$ cat src/rtl/step_fsm_tmr_monitor.sv
// rtl/step_fsm_tmr_monitor.sv - votes triplicated step FSM state, counts events, snapshot readout
module step_fsm_tmr_monitor #(
  parameter int                   IO_SIZE_G       = 3,
  parameter logic [IO_SIZE_G-1:0] IDLE            = '0,
  parameter logic [IO_SIZE_G-1:0] S1_C            = IO_SIZE_G'(3),
  parameter logic [IO_SIZE_G-1:0] S2_C            = IO_SIZE_G'(6),
  parameter logic [IO_SIZE_G-1:0] ERROR           = IO_SIZE_G'(7),
  parameter logic [IO_SIZE_G-1:0] RESET_STATE_G   = IDLE,
  parameter int                   CNT_W           = 16,
  parameter bit                   CLEAR_ON_READ_G = 1'b1
) (
  input  logic                 clk_i,
  input  logic                 rst_i,
  input  logic [IO_SIZE_G-1:0] data_a_i,
  input  logic [IO_SIZE_G-1:0] data_b_i,
  input  logic [IO_SIZE_G-1:0] data_c_i,
  output logic [IO_SIZE_G-1:0] state_voted_o,
  output logic [CNT_W-1:0]     seq1_cnt_o,
  output logic [CNT_W-1:0]     seq2_cnt_o,
  output logic [CNT_W-1:0]     err_cnt_o,
  output logic [CNT_W-1:0]     mismatch_cnt_o,
  input  logic                 snap_req_i,
  output logic                 snap_valid_o,
  input  logic                 snap_ready_i,
  output logic [CNT_W-1:0]     snap_seq1_o,
  output logic [CNT_W-1:0]     snap_seq2_o,
  output logic [CNT_W-1:0]     snap_err_o,
  output logic [CNT_W-1:0]     snap_mis_o
);

  typedef enum logic {ST_IDLE, ST_HOLD} rd_state_t;

  // counter index: 0 seq1, 1 seq2, 2 err, 3 mismatch
  logic [IO_SIZE_G-1:0]        r_in_a, r_in_b, r_in_c;
  logic [IO_SIZE_G-1:0]        r_voted;
  logic [IO_SIZE_G-1:0]        w_vote;
  logic                        w_mis;
  logic [3:0]                  w_ev;
  logic [3:0][CNT_W-1:0]       r_cnt;
  logic [3:0][CNT_W-1:0]       w_cnt_nxt;
  logic [3:0][CNT_W-1:0]       r_snap;
  rd_state_t                   r_state, w_state_nxt;
  logic                        w_capture;

  function automatic logic [CNT_W-1:0] sat_inc(input logic [CNT_W-1:0] c, input logic ev);
    if (ev && (c != {CNT_W{1'b1}})) return c + 1'b1;
    return c;
  endfunction

  // stage 1: register the three copies as received
  always_ff @(posedge clk_i or posedge rst_i) begin
    if (rst_i) begin
      r_in_a <= RESET_STATE_G;
      r_in_b <= RESET_STATE_G;
      r_in_c <= RESET_STATE_G;
    end else begin
      r_in_a <= data_a_i;
      r_in_b <= data_b_i;
      r_in_c <= data_c_i;
    end
  end

  // bitwise majority vote and disagreement flag on the stage-1 copies
  always_comb begin
    w_vote = (r_in_a & r_in_b) | (r_in_a & r_in_c) | (r_in_b & r_in_c);
    w_mis  = (r_in_a != r_in_b) | (r_in_a != r_in_c);
  end

  // stage 2: voted state; its current value is the previous state of the incoming vote
  always_ff @(posedge clk_i or posedge rst_i) begin
    if (rst_i) r_voted <= RESET_STATE_G;
    else       r_voted <= w_vote;
  end

  assign state_voted_o = r_voted;

  // entry events land on the same edge the voted state updates, so entry is w_vote vs r_voted
  always_comb begin
    w_ev[0] = (w_vote == S1_C)  && (r_voted != S1_C);
    w_ev[1] = (w_vote == S2_C)  && (r_voted != S2_C);
    w_ev[2] = (w_vote == ERROR) && (r_voted != ERROR);
    w_ev[3] = w_mis;
    for (int i = 0; i < 4; i++) w_cnt_nxt[i] = sat_inc(r_cnt[i], w_ev[i]);
  end

  // readout FSM state register
  always_ff @(posedge clk_i or posedge rst_i) begin
    if (rst_i) r_state <= ST_IDLE;
    else       r_state <= w_state_nxt;
  end

  // readout FSM next state: capture only from IDLE, release on accept
  always_comb begin
    w_state_nxt = r_state;
    w_capture   = 1'b0;
    case (r_state)
      ST_IDLE: begin
        if (snap_req_i) begin
          w_capture   = 1'b1;
          w_state_nxt = ST_HOLD;
        end
      end
      ST_HOLD: begin
        if (snap_ready_i) w_state_nxt = ST_IDLE;
      end
      default: w_state_nxt = ST_IDLE;
    endcase
  end

  assign snap_valid_o = (r_state == ST_HOLD);

  // counters and snapshot; the snapshot takes the post-event value so a capture-cycle event is kept once
  always_ff @(posedge clk_i or posedge rst_i) begin
    if (rst_i) begin
      r_cnt  <= '0;
      r_snap <= '0;
    end else begin
      for (int i = 0; i < 4; i++) begin
        if (w_capture) begin
          r_snap[i] <= w_cnt_nxt[i];
          r_cnt[i]  <= CLEAR_ON_READ_G ? '0 : w_cnt_nxt[i];
        end else begin
          r_cnt[i]  <= w_cnt_nxt[i];
        end
      end
    end
  end

  assign seq1_cnt_o     = r_cnt[0];
  assign seq2_cnt_o     = r_cnt[1];
  assign err_cnt_o      = r_cnt[2];
  assign mismatch_cnt_o = r_cnt[3];
  assign snap_seq1_o    = r_snap[0];
  assign snap_seq2_o    = r_snap[1];
  assign snap_err_o     = r_snap[2];
  assign snap_mis_o     = r_snap[3];

endmodule

$ cat config.mk
export PLATFORM = sky130hd
export DESIGN_NAME = step_fsm_tmr_monitor
export DESIGN_NICKNAME = d
export VERILOG_FILES = /design/src/rtl/step_fsm_tmr_monitor.sv
export SDC_FILE = /design/constraint.sdc
export NUM_CORES = 1
export LEC_CHECK = 0
export ABC_CLOCK_PERIOD_IN_PS = 5800
export CORE_MARGIN = 8
export CORE_UTILIZATION = 52
export CTS_BUF_LIST = sky130_fd_sc_hd__clkbuf_4 sky130_fd_sc_hd__clkbuf_8
export CTS_CLUSTER_SIZE = 16
export DETAILED_ROUTE_END_ITERATION = 8
export HOLD_SLACK_MARGIN = 0.05
export PLACE_DENSITY = 0.93
export SLEW_MARGIN = 40
export SYNTH_ARGS = -nofsm -noshare
export SYNTH_HDL_FRONTEND = slang
export SYNTH_SLANG_ARGS = --single-unit
$ cat constraint.sdc
create_clock -name clk_i -period 5.8 [get_ports clk_i]
set_input_delay 1.16 -clock clk_i [delete_from_list [all_inputs] [get_ports clk_i]]
set_output_delay 1.16 -clock clk_i [all_outputs]
set_load 0.005 [all_outputs]
### After elaboration in Yosys (flattened, before gate mapping)

Cells that the tools add are included.

| word-level totals | value |
|---|---|
| input port bits | 13 |
| logic and storage cells | 63 |
| flip-flop bits (word level) | 141 |
| output and inout bits | 132 |

| cells by class | value |
|---|---|
| $add $sub $neg | 4 |
| multiplexer cells | 20 |
| equality and inequality tests | 12 |
| bitwise logic cells | 7 |
| reductions and logical operators | 7 |

Operator list:

| operator | number |
|---|---|
| 16-bit 2-to-1 mux | 12 |
| 16-bit by 1-bit adder with 16-bit output (second input constant) | 4 |
| 16-bit != test (second input constant) | 4 |
| 3-bit bitwise AND | 3 |
| 1-bit logical AND | 7 |
| 1-bit 2-to-1 mux | 7 |
| 3-bit == test (second input constant) | 2 |
| 3-bit != test | 2 |
| 3-bit != test (second input constant) | 2 |
| 3-bit OR | 2 |
| 3-bit by 2-bit == test with 1-bit output (second input constant) | 1 |
| 3-bit by 2-bit != test with 1-bit output (second input constant) | 1 |
| 1-bit case mux with 2 select lines | 1 |
| 1-bit NOT | 1 |
| 1-bit OR | 1 |

### Longest topological paths before layout

Gate-level depths: netlist (run 1).

| logic depth | value |
|---|---|
| depth in word-level cells | 9 |
| gate-level depth with buffers | 7 |
| depth with buffers taken out | 6 |

### Worst setup path after synthesis (run 1)

Ideal clock, no wire load.

| timing path | value |
|---|---|
| path type | register -> register |
| start point | register r_in_a[2] |
| end point | register r_snap, in the netlist snap_mis_o[12] |
| buffers on the path | 1 |
| slack | 3.717 ns |
| library setup time | 0.133 ns |
| clock period less this slack | 2.083 ns |
| arrival time | 1.949 ns |
| data required time | 5.667 ns |
| cell stages (with the launch flop) | 8 |
| cell sequence | dfrtp_1 -> ha_1 -> or4_4 -> o21ba_2 -> clkbuf_1 -> nand3_1 -> mux2i_1 -> o21ai_0 |

| between the ends | value |
|---|---|
| cells in the longest elaborated chain, start to end | 5 |
| elaborated cells on any way between the ends | 6 |
| those cells by class | 2 x eq/ne; 2 x mux; 1 x bitwise; 1 x reduce/logical |

Ends and longest elaborated chain:

| what | line | source |
|---|---|---|
| start: declaration | 34 | `logic [IO_SIZE_G-1:0] r_in_a, r_in_b, r_in_c;` |
| start signal: assignment | 57 | `r_in_a <= data_a_i;` |
| 3-bit != test | 66 | `w_mis = (r_in_a != r_in_b) \| (r_in_a != r_in_c);` |
| 1-bit OR (*) | 66 |  |
| 1-bit logical AND (*) | 46 | `if (ev && (c != {CNT_W{1'b1}})) return c + 1'b1;` |
| 1-bit 2-to-1 mux (*) | 46 |  |
| 16-bit 2-to-1 mux (*) | 47 | `return c;` |
| end signal: indexed assignment | 120 | `r_snap[i] <= w_cnt_nxt[i];` |
| end: declaration | 41 | `logic [3:0][CNT_W-1:0] r_snap;` |

Mark *: on every way between the ends. The rest lies on a longest branch, timed or not.
A chain may end at the register's enable or synchronous reset.

### Final worst setup path (run 1)

| timing path | value |
|---|---|
| start point | register r_cnt, in the netlist seq2_cnt_o[3] |
| end point | output port seq2_cnt_o[3] |

RTL lines:

| what | line | source |
|---|---|---|
| start: declaration | 39 | `logic [3:0][CNT_W-1:0] r_cnt;` |
| start signal: indexed assignment | 121 | `r_cnt[i] <= CLEAR_ON_READ_G ? '0 : w_cnt_nxt[i];` |
| start signal: indexed assignment | 123 | `r_cnt[i] <= w_cnt_nxt[i];` |
| end: declaration | 19 | `output logic [CNT_W-1:0] seq2_cnt_o,` |

No word-level cell between the ends.

==> impl_metrics.xml, run 1 <==
<?xml version="1.0" encoding="UTF-8"?>
<metrics>
  <group name="status">
    <metric name="run_status" unit="">complete, no violations</metric>
  </group>
  <group name="pwr">
    <metric name="power.density_cell_area" unit="nW/µm²">270</metric>
    <metric name="comb_power_share" unit="%">13.8</metric>
    <metric name="part_of_the_total_power_dissipated_in_the_clock_network" unit="%">38.6</metric>
    <metric name="seq_power_share" unit="%">47.6</metric>
    <metric name="cell_internal_pwr" unit="mW">1.71</metric>
    <metric name="power.leakage" unit="nW">3.42</metric>
    <metric name="power.net_switching" unit="µW">585</metric>
    <metric name="fin_total_pwr" unit="mW">2.30</metric>
    <metric name="switching_share" unit="%">25.5</metric>
    <metric name="peakVddDrop" unit="mV">0.185</metric>
  </group>
  <group name="sta">
    <metric name="worstMarginPinSlew" unit="ps">743</metric>
    <metric name="hold_viol" unit="">0</metric>
    <metric name="setup_viol_count_final" unit="">0</metric>
    <metric name="slew_headroom" unit="%">50.4</metric>
    <metric name="finalSetupTns" unit="ps">0</metric>
    <metric name="maxClockFrequency" unit="GHz">0.358</metric>
    <metric name="period_needed" unit="ps">2800</metric>
    <metric name="grt_setup_unrepaired" unit="">false</metric>
    <metric name="finalCritPeriodShare" unit="%">48.2</metric>
    <metric name="max_slew_violation_count" unit="">0</metric>
    <metric name="timing.clock.skew" unit="ps">9.48</metric>
  </group>
  <group name="setup_path">
    <metric name="cp_max_fo" unit="">11</metric>
    <metric name="startpoint_type" unit="">flop</metric>
    <metric name="rrSetupSlack" unit="ps">3490</metric>
    <metric name="worst_r2r_startpoint" unit="">r_in_a[2]$_DFF_PP0_</metric>
    <metric name="worst-setup-path-type" unit="">flop to output pin</metric>
    <metric name="critical_path.endpoint_type" unit="">output pin</metric>
    <metric name="critical_path.slowest_cell" unit="">sky130_fd_sc_hd__clkdlybuf4s50_1</metric>
    <metric name="timing.critical_path.arrival" unit="ps">1640</metric>
    <metric name="wp_data_required" unit="ps">4640</metric>
    <metric name="worst_path_largest_cell_delay" unit="ps">600</metric>
    <metric name="crit_family" unit="">buffers and inverters</metric>
    <metric name="timing.critical_path.cells" unit="">clkdlybuf4s50_1</metric>
    <metric name="cp_num_buf_inv" unit="">1</metric>
    <metric name="rr_worst_depth" unit="">6</metric>
    <metric name="regToRegEndpoint" unit="">snap_mis_o[11]$_DFFE_PP0P_</metric>
  </group>
  <group name="synthesis">
    <metric name="syn-mean-instance-area" unit="µm²">10.4</metric>
    <metric name="synth_ff_type" unit="">sky130_fd_sc_hd__dfrtp_1</metric>
    <metric name="synth_async_sr_flop_share" unit="%">100</metric>
    <metric name="ys_seq_elements" unit="">141</metric>
    <metric name="synth_cell_types" unit="">56</metric>
    <metric name="synth_fp_nets" unit="">647</metric>
    <metric name="synth_enable_flop_cells" unit="">0</metric>
    <metric name="post_synth_instance_area" unit="µm²">6490</metric>
    <metric name="synth-warning-count" unit="">0</metric>
    <metric name="ys_seq_area_share" unit="%">54.3</metric>
    <metric name="synth_cells" unit="">624</metric>
  </group>
  <group name="placement">
    <metric name="dp_hpwl" unit="mm">11.6</metric>
    <metric name="port-buffer-count" unit="">144</metric>
    <metric name="gpl.final_weighted_congestion" unit="">0.843</metric>
  </group>
  <group name="detailed_routing">
    <metric name="drtIter0Drc" unit="">298</metric>
    <metric name="average_wire_per_cell_in_the_routed_design" unit="µm">17.4</metric>
    <metric name="post_drt_via_cell_ratio" unit="">5.50</metric>
    <metric name="antenna_violating_nets_post_route" unit="">0</metric>
    <metric name="drt-total-wl" unit="mm">16.5</metric>
    <metric name="drtPass1Iterations" unit="">4</metric>
    <metric name="total_number_of_vias" unit="">5202</metric>
    <metric name="drt_drc_violations_left" unit="">0</metric>
  </group>
  <group name="floorplan">
    <metric name="die_height" unit="µm">128</metric>
    <metric name="num_io_pins" unit="">145</metric>
    <metric name="fp.dieArea" unit="µm²">16300</metric>
    <metric name="die_span_x" unit="µm">128</metric>
    <metric name="start_util" unit="%">52.3</metric>
    <metric name="rows" unit="">41</metric>
    <metric name="core_area" unit="µm²">12400</metric>
  </group>
  <group name="clocking">
    <metric name="cts.htree.levels" unit="">4</metric>
    <metric name="clk_root_buffer_cell" unit="">sky130_fd_sc_hd__clkbuf_8</metric>
    <metric name="cts_sinks" unit="">141</metric>
    <metric name="post_cts_buffers" unit="">0</metric>
    <metric name="cts_resized" unit="">0</metric>
    <metric name="hold_fix_buffers_cts" unit="">0</metric>
    <metric name="clockBufferDepth" unit="">2</metric>
    <metric name="tritoncts.num_buffers" unit="">17</metric>
    <metric name="worst_setup_hold_path_clk_slew" unit="ps">70</metric>
    <metric name="cts_tree" unit="">built</metric>
    <metric name="source_to_sink_clock_delay_at_the_later_pin_of_the_worst_skew_pair" unit="ps">450</metric>
  </group>
  <group name="min_path">
    <metric name="hold_depth" unit="">2</metric>
    <metric name="holdCritPathClass" unit="">flop to flop</metric>
    <metric name="whs_endpoint" unit="">snap_seq2_o[13]$_DFFE_PP0P_</metric>
    <metric name="hold_start" unit="">snap_seq2_o[13]$_DFFE_PP0P_</metric>
  </group>
  <group name="flow_run">
    <metric name="drv_cap" unit="">0</metric>
  </group>
  <group name="global_routing">
    <metric name="pin_count_of_the_biggest_net_entering_global_routing" unit="">109</metric>
    <metric name="initial_antenna_violation_count" unit="">0</metric>
    <metric name="number_of_global_route_vias_before_repair" unit="">5268</metric>
    <metric name="grt_first_pass_wirelength" unit="mm">26.6</metric>
    <metric name="global_route.usage.total" unit="%">20.6</metric>
    <metric name="overflow" unit="">0</metric>
  </group>
  <group name="final_layout">
    <metric name="fillers" unit="">921</metric>
    <metric name="area_growth_syn_to_layout" unit="%">31.1</metric>
    <metric name="seqCellArea" unit="µm²">3530</metric>
    <metric name="nNetsFinal" unit="">783</metric>
    <metric name="drive_above_1_share" unit="%">9.83</metric>
    <metric name="multi_input_comb_area" unit="µm²">2760</metric>
    <metric name="final_design_utilization" unit="%">68.6</metric>
    <metric name="antenna_cells_inserted" unit="">0</metric>
  </group>
</metrics>
-- worst register-to-register path, cell delays in order, from the launching register on --
cell and delay (ps):
sky130_fd_sc_hd__dfrtp_1 380, sky130_fd_sc_hd__ha_1 300, sky130_fd_sc_hd__or4_4 570, sky130_fd_sc_hd__o211ai_1 400, sky130_fd_sc_hd__nor3_1 130, sky130_fd_sc_hd__xnor2_1 270
sky130_fd_sc_hd__o21ai_0 130
-- kinds of logic after synthesis --
group | synth area share, %
AO/OA/AOI/OAI | 9.73
XOR/XNOR | 6.88
adder cells (fa/ha/maj) | 1.93
buffers and inverters | 3.35
flip-flops | 54.3
multiplexers | 0.925
AND/OR/NAND/NOR | 22.9
-- metal layers --
metal,vias up,part of all wire (%),track usage [%]
met5,-,0,0
met4,0,1.4,6.99
met3,14,6.2,6.70
met2,143,49,34.3
met1,2593,43,24.7
li1,2452,-,-
-- synth_stat cells (3+ instances only) --
library cell               instances  area, µm²
sky130_fd_sc_hd__a31oi_1           4       25.0
sky130_fd_sc_hd__nor2_1           74        278
sky130_fd_sc_hd__mux2i_1           6       60.1
sky130_fd_sc_hd__a31o_2            4       35.0
sky130_fd_sc_hd__buf_6             4       45.0
sky130_fd_sc_hd__or3_1             4       25.0
sky130_fd_sc_hd__o211ai_1          3       22.5
sky130_fd_sc_hd__nor4_4            5        106
sky130_fd_sc_hd__o21ai_0          51        255
sky130_fd_sc_hd__and3_1            7       43.8
sky130_fd_sc_hd__buf_2             3       15.0
sky130_fd_sc_hd__buf_4             3       22.5
sky130_fd_sc_hd__inv_1            11       41.3
sky130_fd_sc_hd__clkbuf_1         19       71.3
sky130_fd_sc_hd__and4_1            6       52.6
sky130_fd_sc_hd__o21ai_1          10       50.1
sky130_fd_sc_hd__nor4_1           10       62.6
sky130_fd_sc_hd__nor3_1           17       85.1
sky130_fd_sc_hd__a21oi_1           8       40.0
sky130_fd_sc_hd__xnor2_1          48        420
sky130_fd_sc_hd__ha_1             10        125
sky130_fd_sc_hd__nand4_1          19        119
sky130_fd_sc_hd__xor2_1            3       26.3
sky130_fd_sc_hd__dfrtp_1         141       3530
sky130_fd_sc_hd__nor4_2            5       62.6
sky130_fd_sc_hd__a211o_2           3       30.0
sky130_fd_sc_hd__nand2_1          82        308
sky130_fd_sc_hd__nand3_1          22        110
sky130_fd_sc_hd__nand3b_1          3       22.5
sky130_fd_sc_hd__a211oi_1          6       45.0
-- cells in the final DEF (no fill, tap or decap), types with 3 or more instances in the layout --
cell type                         count
sky130_fd_sc_hd__a211o_2              3
sky130_fd_sc_hd__a211oi_1             6
sky130_fd_sc_hd__a21oi_1              8
sky130_fd_sc_hd__a31o_2               4
sky130_fd_sc_hd__a31oi_1              4
sky130_fd_sc_hd__and3_1               7
sky130_fd_sc_hd__and4_1               6
sky130_fd_sc_hd__buf_4                4
sky130_fd_sc_hd__bufinv_16            4
sky130_fd_sc_hd__clkbuf_8            21
sky130_fd_sc_hd__clkdlybuf4s50_1    144
sky130_fd_sc_hd__clkinvlp_4           4
sky130_fd_sc_hd__dfrtp_1            141
sky130_fd_sc_hd__ha_1                10
sky130_fd_sc_hd__inv_1               10
sky130_fd_sc_hd__mux2i_1              6
sky130_fd_sc_hd__nand2_1             81
sky130_fd_sc_hd__nand3_1             22
sky130_fd_sc_hd__nand3b_1             3
sky130_fd_sc_hd__nand4_1             19
sky130_fd_sc_hd__nor2_1              74
sky130_fd_sc_hd__nor3_1              17
sky130_fd_sc_hd__nor4_1              10
sky130_fd_sc_hd__nor4_2               5
sky130_fd_sc_hd__nor4_4               5
sky130_fd_sc_hd__o211ai_1             3
sky130_fd_sc_hd__o21ai_0             51
sky130_fd_sc_hd__o21ai_1             10
sky130_fd_sc_hd__or3_1                4
sky130_fd_sc_hd__xnor2_1             48
sky130_fd_sc_hd__xor2_1               3
-- worst max-delay path by stage --
stage / start / end / slack, ps / cells past startpoint
floorplan: rst_i / err_cnt_o[0]$_DFF_PP0_ / 860 / 1
finish: seq2_cnt_o[3]$_DFF_PP0_ / seq2_cnt_o[3] / 3000 / 1
global placement: snap_req_i / snap_err_o[14]$_DFFE_PP0P_ / 2560 / 5
detailed placement: snap_req_i / snap_mis_o[7]$_DFFE_PP0P_ / 2720 / 4
global route: seq2_cnt_o[3]$_DFF_PP0_ / seq2_cnt_o[3] / 2930 / 1
CTS: seq2_cnt_o[3]$_DFF_PP0_ / seq2_cnt_o[3] / 2990 / 1
-- stage by stage --
step / setup slack [ps] / cells / cell area [µm²] / hold WS [ps]
4_1_cts: 2990 / 945 / 8510 / 486
3_3_place_gp: 2560 / 912 / 8020 / 461
6_report: 3000 / 945 / 8510 / 479
5_1_grt: 2930 / 945 / 8510 / 499
2_1_floorplan: 859 / 624 / 6490 / 473
3_5_place_dp: 2720 / 913 / 8050 / 469
-- area by class of cell --
| class | count | area share [%] |
|---|---|---|
| clock buffer | 22 | 3.48 |
| clock inverter | 10 | 1.88 |
| inverter | 11 | 0.573 |
| multi-input combinational | 440 | 32.5 |
| sequential | 141 | 41.5 |
| tap | 172 | 2.53 |
| timing repair buffer | 149 | 17.6 |
-- power groups by stage --
stage          Sequential (mW)  Clock (mW)  Combinational [mW]
6_report                  1.09       0.887               0.316
5_1_grt                   1.10       0.944               0.350
4_1_cts                   1.09       0.902               0.323
3_5_place_dp              1.11           0               0.319
3_3_place_gp              1.11           0               0.304
2_1_floorplan             1.11           0               0.144
-- state kept, by name (all words and copies together), names as in the netlist --
name / flops
err_cnt_o: 16
mismatch_cnt_o: 16
r_in_a: 3
r_in_b: 3
r_in_c: 3
seq1_cnt_o: 16
seq2_cnt_o: 16
snap_err_o: 16
snap_mis_o: 16
snap_seq1_o: 16
snap_seq2_o: 16
snap_valid_o: 1
state_voted_o: 3
No activity file was read; power rests on OpenSTA's default activity.
==> run 2: changes to the inputs <==
--- a/config.mk
+++ b/config.mk
@@ -5,7 +5,7 @@
 export SDC_FILE = /design/constraint.sdc
 export NUM_CORES = 1
 export LEC_CHECK = 0
-export ABC_CLOCK_PERIOD_IN_PS = 5800
+export ABC_CLOCK_PERIOD_IN_PS = 2700
 export CORE_MARGIN = 8
 export CORE_UTILIZATION = 52
 export CTS_BUF_LIST = sky130_fd_sc_hd__clkbuf_4 sky130_fd_sc_hd__clkbuf_8
==> constraint.sdc (replaced) <==
create_clock -name clk_i -period 2.7 [get_ports clk_i]
set_input_delay 0.54 -clock clk_i [delete_from_list [all_inputs] [get_ports clk_i]]
set_output_delay 0.54 -clock clk_i [all_outputs]
set_load 0.005 [all_outputs]
==> run 2 against run 1 <==
  * Die area did not move
  * Critical path type is now flop to flop
  * First-iteration DRC count rose by 36%
  * Clock power rose by 110%
  * Clock-buffer cell count did not move
  * Global-route usage rose by 0.073 points
  * Clock skew rose by 0.77 ps
==> impl_metrics.xml, run 2 (same netlist as run 1, synthesis figures left out) <==
<?xml version="1.0" encoding="UTF-8"?>
<metrics>
  <group name="global_routing">
    <metric name="global_route.usage.total" unit="%">20.7</metric>
    <metric name="number_of_global_route_vias_before_repair" unit="">5337</metric>
    <metric name="grt_first_pass_wirelength" unit="mm">26.9</metric>
    <metric name="initial_antenna_violation_count" unit="">0</metric>
    <metric name="pin_count_of_the_biggest_net_entering_global_routing" unit="">142</metric>
    <metric name="overflow" unit="">0</metric>
  </group>
  <group name="status">
    <metric name="run_status" unit="">complete, no violations</metric>
  </group>
  <group name="detailed_routing">
    <metric name="drtPass1Iterations" unit="">7</metric>
    <metric name="total_number_of_vias" unit="">5237</metric>
    <metric name="drtIter0Drc" unit="">405</metric>
    <metric name="antenna_violating_nets_post_route" unit="">0</metric>
    <metric name="average_wire_per_cell_in_the_routed_design" unit="µm">17.3</metric>
    <metric name="drt_drc_violations_left" unit="">0</metric>
    <metric name="post_drt_via_cell_ratio" unit="">5.53</metric>
    <metric name="drt-total-wl" unit="mm">16.4</metric>
  </group>
  <group name="floorplan">
    <metric name="die_height" unit="µm">128</metric>
    <metric name="fp.dieArea" unit="µm²">16300</metric>
    <metric name="die_span_x" unit="µm">128</metric>
    <metric name="rows" unit="">41</metric>
    <metric name="start_util" unit="%">52.3</metric>
    <metric name="core_area" unit="µm²">12400</metric>
    <metric name="num_io_pins" unit="">145</metric>
  </group>
  <group name="clocking">
    <metric name="clockBufferDepth" unit="">2</metric>
    <metric name="post_cts_buffers" unit="">0</metric>
    <metric name="cts_sinks" unit="">141</metric>
    <metric name="source_to_sink_clock_delay_at_the_later_pin_of_the_worst_skew_pair" unit="ps">460</metric>
    <metric name="tritoncts.num_buffers" unit="">17</metric>
    <metric name="worst_setup_hold_path_clk_slew" unit="ps">80</metric>
    <metric name="cts.htree.levels" unit="">4</metric>
    <metric name="hold_fix_buffers_cts" unit="">0</metric>
    <metric name="cts_resized" unit="">0</metric>
    <metric name="cts_tree" unit="">built</metric>
    <metric name="clk_root_buffer_cell" unit="">sky130_fd_sc_hd__clkbuf_8</metric>
  </group>
  <group name="placement">
    <metric name="port-buffer-count" unit="">144</metric>
    <metric name="detailed_place.area" unit="µm²">8100</metric>
    <metric name="gpl.final_weighted_congestion" unit="">0.857</metric>
    <metric name="dp_hpwl" unit="mm">11.6</metric>
  </group>
  <group name="pwr">
    <metric name="power.leakage" unit="nW">3.43</metric>
    <metric name="switching_share" unit="%">25.3</metric>
    <metric name="power.net_switching" unit="mW">1.24</metric>
    <metric name="power.density_cell_area" unit="nW/µm²">575</metric>
    <metric name="fin_total_pwr" unit="mW">4.91</metric>
    <metric name="part_of_the_total_power_dissipated_in_the_clock_network" unit="%">38.3</metric>
    <metric name="seq_power_share" unit="%">47.8</metric>
    <metric name="comb_power_share" unit="%">13.9</metric>
    <metric name="cell_internal_pwr" unit="mW">3.67</metric>
    <metric name="peakVddDrop" unit="mV">0.458</metric>
  </group>
  <group name="final_layout">
    <metric name="antenna_cells_inserted" unit="">0</metric>
    <metric name="nNetsFinal" unit="">785</metric>
    <metric name="mostFrequentLayoutCell" unit="">sky130_fd_sc_hd__clkdlybuf4s50_1</metric>
    <metric name="fin_area" unit="µm²">8550</metric>
    <metric name="drive_above_1_share" unit="%">10.1</metric>
    <metric name="mostFrequentLayoutCells" unit="">sky130_fd_sc_hd__clkdlybuf4s50_1 (144), sky130_fd_sc_hd__dfrtp_1 (141), sky130_fd_sc_hd__nand2_1 (81)</metric>
    <metric name="area_growth_syn_to_layout" unit="%">31.6</metric>
  </group>
  <group name="setup_path">
    <metric name="timing.critical_path.arrival" unit="ps">2620</metric>
    <metric name="critical_path.endpoint_type" unit="">flop</metric>
    <metric name="wp_data_required" unit="ps">3020</metric>
    <metric name="worst-setup-path-type" unit="">flop to flop</metric>
    <metric name="startpoint_type" unit="">flop</metric>
    <metric name="timing.critical_path.cells" unit="">ha_1 &gt; or4_4 &gt; o211ai_1 &gt; nor4b_1 &gt; xnor2_1 &gt; o21ai_0</metric>
    <metric name="rr_worst_depth" unit="">6</metric>
    <metric name="critical_path.slowest_cell" unit="">sky130_fd_sc_hd__or4_4</metric>
    <metric name="cp_max_fo" unit="">5</metric>
    <metric name="worst_path_largest_cell_delay" unit="ps">570</metric>
  </group>
  <group name="sta">
    <metric name="setup_viol_count_final" unit="">0</metric>
    <metric name="max_slew_violation_count" unit="">0</metric>
    <metric name="fin_hold_ws" unit="ps">479</metric>
    <metric name="finalCritPeriodShare" unit="%">85.4</metric>
    <metric name="timing.clock.skew" unit="ps">10.2</metric>
    <metric name="period_needed" unit="ps">2300</metric>
    <metric name="slew_headroom" unit="%">51.2</metric>
    <metric name="finalSetupTns" unit="ps">0</metric>
    <metric name="grt_setup_unrepaired" unit="">false</metric>
    <metric name="hold_viol" unit="">0</metric>
    <metric name="worstMarginPinSlew" unit="ps">732</metric>
    <metric name="maxClockFrequency" unit="GHz">0.434</metric>
  </group>
  <group name="min_path">
    <metric name="hold_depth" unit="">2</metric>
    <metric name="holdCritPathClass" unit="">flop to flop</metric>
  </group>
  <group name="flow_run">
    <metric name="drv_cap" unit="">0</metric>
  </group>
</metrics>
==> run 2: path summary, 6_finish.rpt <==
| kind | startpoint | to | slack [ps] |
|---|---|---|---|
| min in group asynchronous | rst_i | seq1_cnt_o[8]$_DFF_PP0_ | 630 |
| min | snap_seq1_o[11]$_DFFE_PP0P_ | snap_seq1_o[11]$_DFFE_PP0P_ | 480 |
| max | r_in_a[2]$_DFF_PP0_ | snap_mis_o[13]$_DFFE_PP0P_ | 400 |
| max in group asynchronous | rst_i | snap_err_o[6]$_DFFE_PP0P_ | 1520 |
| max reg2reg | r_in_a[2]$_DFF_PP0_ | snap_mis_o[13]$_DFFE_PP0P_ | 400 |
| min reg2reg | snap_seq1_o[11]$_DFFE_PP0P_ | snap_seq1_o[11]$_DFFE_PP0P_ | 480 |
==> run 2: worst max-delay path: cells and delay by family, from the launching register on <==
kind                     cells  cell delay [ps]
flip-flops                   1              400
AO/OA/AOI/OAI                2              540
AND/OR/NAND/NOR              2              700
adder cells (fa/ha/maj)      1              300
XOR/XNOR                     1              250
==> run 2: power groups by stage <==
| stage | combinational (mW) | sequential [mW] | clock [mW] |
|---|---|---|---|
| 6_report | 0.681 | 2.35 | 1.88 |
| 2_1_floorplan | 0.309 | 2.38 | 0 |
| 4_1_cts | 0.695 | 2.35 | 1.92 |
| 3_5_place_dp | 0.692 | 2.39 | 0 |
| 3_3_place_gp | 0.673 | 2.38 | 0 |
| 5_1_grt | 0.751 | 2.37 | 2.02 |
==> run 2: final cells by class <==
cell class	instances	area, µm²
multi-input combinational	440	2760
timing repair buffer	151	1540
clock buffer	22	290
tap	172	215
sequential	141	3530
clock inverter	10	161
inverter	11	45.0
fill	958	3870
==> run 2: routing by layer <==
| layer | up-vias | wire length, µm | global-route usage, % |
|---|---|---|---|
| li1 | 2458 | - | - |
| met2 | 183 | 7870 | 33.8 |
| met3 | 27 | 1400 | 7.61 |
| met1 | 2569 | 6900 | 24.9 |
| met5 | - | 0 | 0 |
| met4 | 0 | 240 | 6.57 |
==> run 2: per-stage QoR <==
stage               worst slack, ps  cells  utilization, %
floorplan                       397    624               -
global placement                498    915            65.2
detailed placement              424    915            65.2
CTS                             426    947            68.8
global route                    183    947            68.8
finish                          395    947            68.8
==> run 3: changes to the inputs <==
--- a/config.mk
+++ b/config.mk
@@ -6,13 +6,15 @@
 export NUM_CORES = 1
 export LEC_CHECK = 0
 export ABC_CLOCK_PERIOD_IN_PS = 2700
+export CAP_MARGIN = 20
+export CORE_ASPECT_RATIO = 0.75
 export CORE_MARGIN = 8
-export CORE_UTILIZATION = 52
+export CORE_UTILIZATION = 50
 export CTS_BUF_LIST = sky130_fd_sc_hd__clkbuf_4 sky130_fd_sc_hd__clkbuf_8
 export CTS_CLUSTER_SIZE = 16
 export DETAILED_ROUTE_END_ITERATION = 8
 export HOLD_SLACK_MARGIN = 0.05
-export PLACE_DENSITY = 0.93
+export PLACE_DENSITY = 0.9
 export SLEW_MARGIN = 40
 export SYNTH_ARGS = -nofsm -noshare
 export SYNTH_HDL_FRONTEND = slang
==> run 3 against run 2 <==
  * Design area grew 0.75%
  * Maximum frequency shrank 0.76%
  * Routed wire length grew 1.9%
  * Utilization shrank 1.8 points
  * Sequential share of layout area shrank 0.31 points
==> impl_metrics.xml, run 3 (same netlist as run 1, synthesis figures left out) <==
<?xml version="1.0" encoding="UTF-8"?>
<metrics>
  <group name="status">
    <metric name="run_status" unit="">complete, no violations</metric>
  </group>
  <group name="floorplan">
    <metric name="rows" unit="">36</metric>
    <metric name="num_io_pins" unit="">145</metric>
    <metric name="die_span_x" unit="µm">148</metric>
    <metric name="core_area" unit="µm²">12800</metric>
    <metric name="fp.dieArea" unit="µm²">16900</metric>
    <metric name="start_util" unit="%">50.6</metric>
    <metric name="die_height" unit="µm">115</metric>
  </group>
  <group name="final_layout">
    <metric name="area_growth_syn_to_layout" unit="%">32.6</metric>
    <metric name="fin_area" unit="µm²">8610</metric>
    <metric name="nNetsFinal" unit="">797</metric>
    <metric name="antenna_cells_inserted" unit="">0</metric>
    <metric name="fillers" unit="">972</metric>
    <metric name="mostFrequentLayoutCells" unit="">sky130_fd_sc_hd__clkdlybuf4s50_1 (144), sky130_fd_sc_hd__dfrtp_1 (141), sky130_fd_sc_hd__nand2_1 (81)</metric>
    <metric name="drive_above_1_share" unit="%">11.4</metric>
    <metric name="mostFrequentLayoutCell" unit="">sky130_fd_sc_hd__clkdlybuf4s50_1</metric>
    <metric name="final_design_utilization" unit="%">67.1</metric>
  </group>
  <group name="sta">
    <metric name="finalCritPeriodShare" unit="%">86.0</metric>
    <metric name="finalSetupTns" unit="ps">0</metric>
    <metric name="period_needed" unit="ps">2320</metric>
    <metric name="slew_headroom" unit="%">55.5</metric>
    <metric name="hold_viol" unit="">0</metric>
    <metric name="max_slew_violation_count" unit="">0</metric>
    <metric name="timing.clock.skew" unit="ps">12.4</metric>
    <metric name="setup_viol_count_final" unit="">0</metric>
    <metric name="grt_setup_unrepaired" unit="">false</metric>
    <metric name="worstMarginPinSlew" unit="ps">662</metric>
    <metric name="maxClockFrequency" unit="GHz">0.431</metric>
  </group>
  <group name="global_routing">
    <metric name="number_of_global_route_vias_before_repair" unit="">5394</metric>
    <metric name="overflow" unit="">0</metric>
    <metric name="grt_first_pass_wirelength" unit="mm">27.2</metric>
    <metric name="initial_antenna_violation_count" unit="">0</metric>
    <metric name="pin_count_of_the_biggest_net_entering_global_routing" unit="">49</metric>
    <metric name="global_route.usage.total" unit="%">20.0</metric>
  </group>
  <group name="placement">
    <metric name="detailed_place.area" unit="µm²">8200</metric>
    <metric name="port-buffer-count" unit="">144</metric>
    <metric name="gpl.final_weighted_congestion" unit="">0.863</metric>
    <metric name="dp_hpwl" unit="mm">12.0</metric>
  </group>
  <group name="clocking">
    <metric name="cts_resized" unit="">0</metric>
    <metric name="cts_tree" unit="">built</metric>
    <metric name="worst_setup_hold_path_clk_slew" unit="ps">80</metric>
    <metric name="post_cts_buffers" unit="">0</metric>
    <metric name="cts_sinks" unit="">141</metric>
    <metric name="clockBufferDepth" unit="">2</metric>
    <metric name="cts.htree.levels" unit="">4</metric>
    <metric name="clk_root_buffer_cell" unit="">sky130_fd_sc_hd__clkbuf_8</metric>
    <metric name="source_to_sink_clock_delay_at_the_later_pin_of_the_worst_skew_pair" unit="ps">430</metric>
    <metric name="tritoncts.num_buffers" unit="">17</metric>
    <metric name="hold_fix_buffers_cts" unit="">0</metric>
  </group>
  <group name="detailed_routing">
    <metric name="post_drt_via_cell_ratio" unit="">5.53</metric>
    <metric name="antenna_violating_nets_post_route" unit="">0</metric>
    <metric name="drtPass1Iterations" unit="">5</metric>
    <metric name="drtIter0Drc" unit="">308</metric>
    <metric name="drt_drc_violations_left" unit="">0</metric>
    <metric name="total_number_of_vias" unit="">5295</metric>
    <metric name="drt-total-wl" unit="mm">16.7</metric>
    <metric name="average_wire_per_cell_in_the_routed_design" unit="µm">17.4</metric>
  </group>
  <group name="setup_path">
    <metric name="rr_worst_depth" unit="">6</metric>
    <metric name="critical_path.slowest_cell" unit="">sky130_fd_sc_hd__nor4b_1</metric>
    <metric name="worst-setup-path-type" unit="">flop to flop</metric>
    <metric name="timing.critical_path.arrival" unit="ps">2610</metric>
    <metric name="timing.critical_path.cells" unit="">ha_1 &gt; a211o_2 &gt; nand4_1 &gt; nor4b_1 &gt; xnor2_1 &gt; o21ai_0</metric>
    <metric name="cp_max_fo" unit="">13</metric>
    <metric name="startpoint_type" unit="">flop</metric>
    <metric name="worst_path_largest_cell_delay" unit="ps">600</metric>
    <metric name="wp_data_required" unit="ps">2980</metric>
    <metric name="critical_path.endpoint_type" unit="">flop</metric>
  </group>
  <group name="pwr">
    <metric name="power.density_cell_area" unit="nW/µm²">542</metric>
    <metric name="peakVddDrop" unit="mV">0.416</metric>
    <metric name="power.leakage" unit="nW">3.47</metric>
  </group>
  <group name="flow_run">
    <metric name="drv_cap" unit="">0</metric>
  </group>
  <group name="min_path">
    <metric name="holdCritPathClass" unit="">primary input to asynchronous set/reset pin</metric>
  </group>
</metrics>
[run 3: cell count changes in the layout (fill, tap and decap cells not counted), moves of 2 or more]
cell | before | now
sky130_fd_sc_hd__bufinv_16 | 4 | 1
sky130_fd_sc_hd__inv_6 | 0 | 3
sky130_fd_sc_hd__buf_12 | 4 | 6
sky130_fd_sc_hd__clkinvlp_4 | 4 | 6
sky130_fd_sc_hd__buf_4 | 3 | 12
[run 3: path summary, 6_finish.rpt]
check | start | to | slack [ps]
worst max register to register | r_in_b[1]$_DFF_PP0_ | snap_err_o[4]$_DFFE_PP0P_ | 380
worst max-delay path | r_in_b[1]$_DFF_PP0_ | snap_err_o[4]$_DFFE_PP0P_ | 380
worst min-delay path | rst_i | mismatch_cnt_o[10]$_DFF_PP0_ | 480
worst min register to register | snap_seq2_o[11]$_DFFE_PP0P_ | snap_seq2_o[11]$_DFFE_PP0P_ | 480
min in group clk_i | snap_seq2_o[11]$_DFFE_PP0P_ | snap_seq2_o[11]$_DFFE_PP0P_ | 480
max in group asynchronous | rst_i | snap_err_o[7]$_DFFE_PP0P_ | 1590
[run 3: report_power, final]
part           internal, mW  switching [mW]
combinational         0.355           0.349
sequential             2.24           0.117
clock                 0.793           0.817
[run 3: critical path: cells and delay by family (launching register included)]
| family | cells | cell delay (ps) |
|---|---|---|
| DFF | 1 | 360 |
| xor gates and xnor gates | 1 | 210 |
| and+or+nand+nor | 2 | 1140 |
| adders and majority gates | 1 | 160 |
| AOI/OAI and AO/OA | 2 | 320 |
[run 3: routing by layer]
layer / wire length (µm) / share of wire, % / global-route usage, % / up-vias
li1: - / - / - / 2484
met1: 7220 / 43 / 24.9 / 2610
met2: 7850 / 47 / 32.0 / 185
met3: 1520 / 9.1 / 7.42 / 16
met4: 138 / 0.83 / 5.89 / 0
met5: 0 / 0 / 0 / -
[run 3: area by class of cell]
type	instances	area, µm²	share of cell area (%)
Multi-Input combinational cell	440	2760	32.1
Clock buffer	20	269	3.12
Clock inverter	12	113	1.31
Tap cell	171	214	2.48
Sequential cell	141	3530	41.0
Timing Repair Buffer	163	1680	19.5
Inverter	11	45.0	0.523
[run 3: per-stage QoR]
stage | power [mW] | hold WS (ps) | setup WS [ps] | cells
CTS | 4.71 | 488 | 368 | 957
floorplan | 2.69 | 473 | 397 | 624
detailed placement | 3.10 | 470 | 418 | 925
global placement | 3.08 | 463 | 490 | 925
finish | 4.67 | 482 | 377 | 958
global route | 4.89 | 505 | 162 | 958
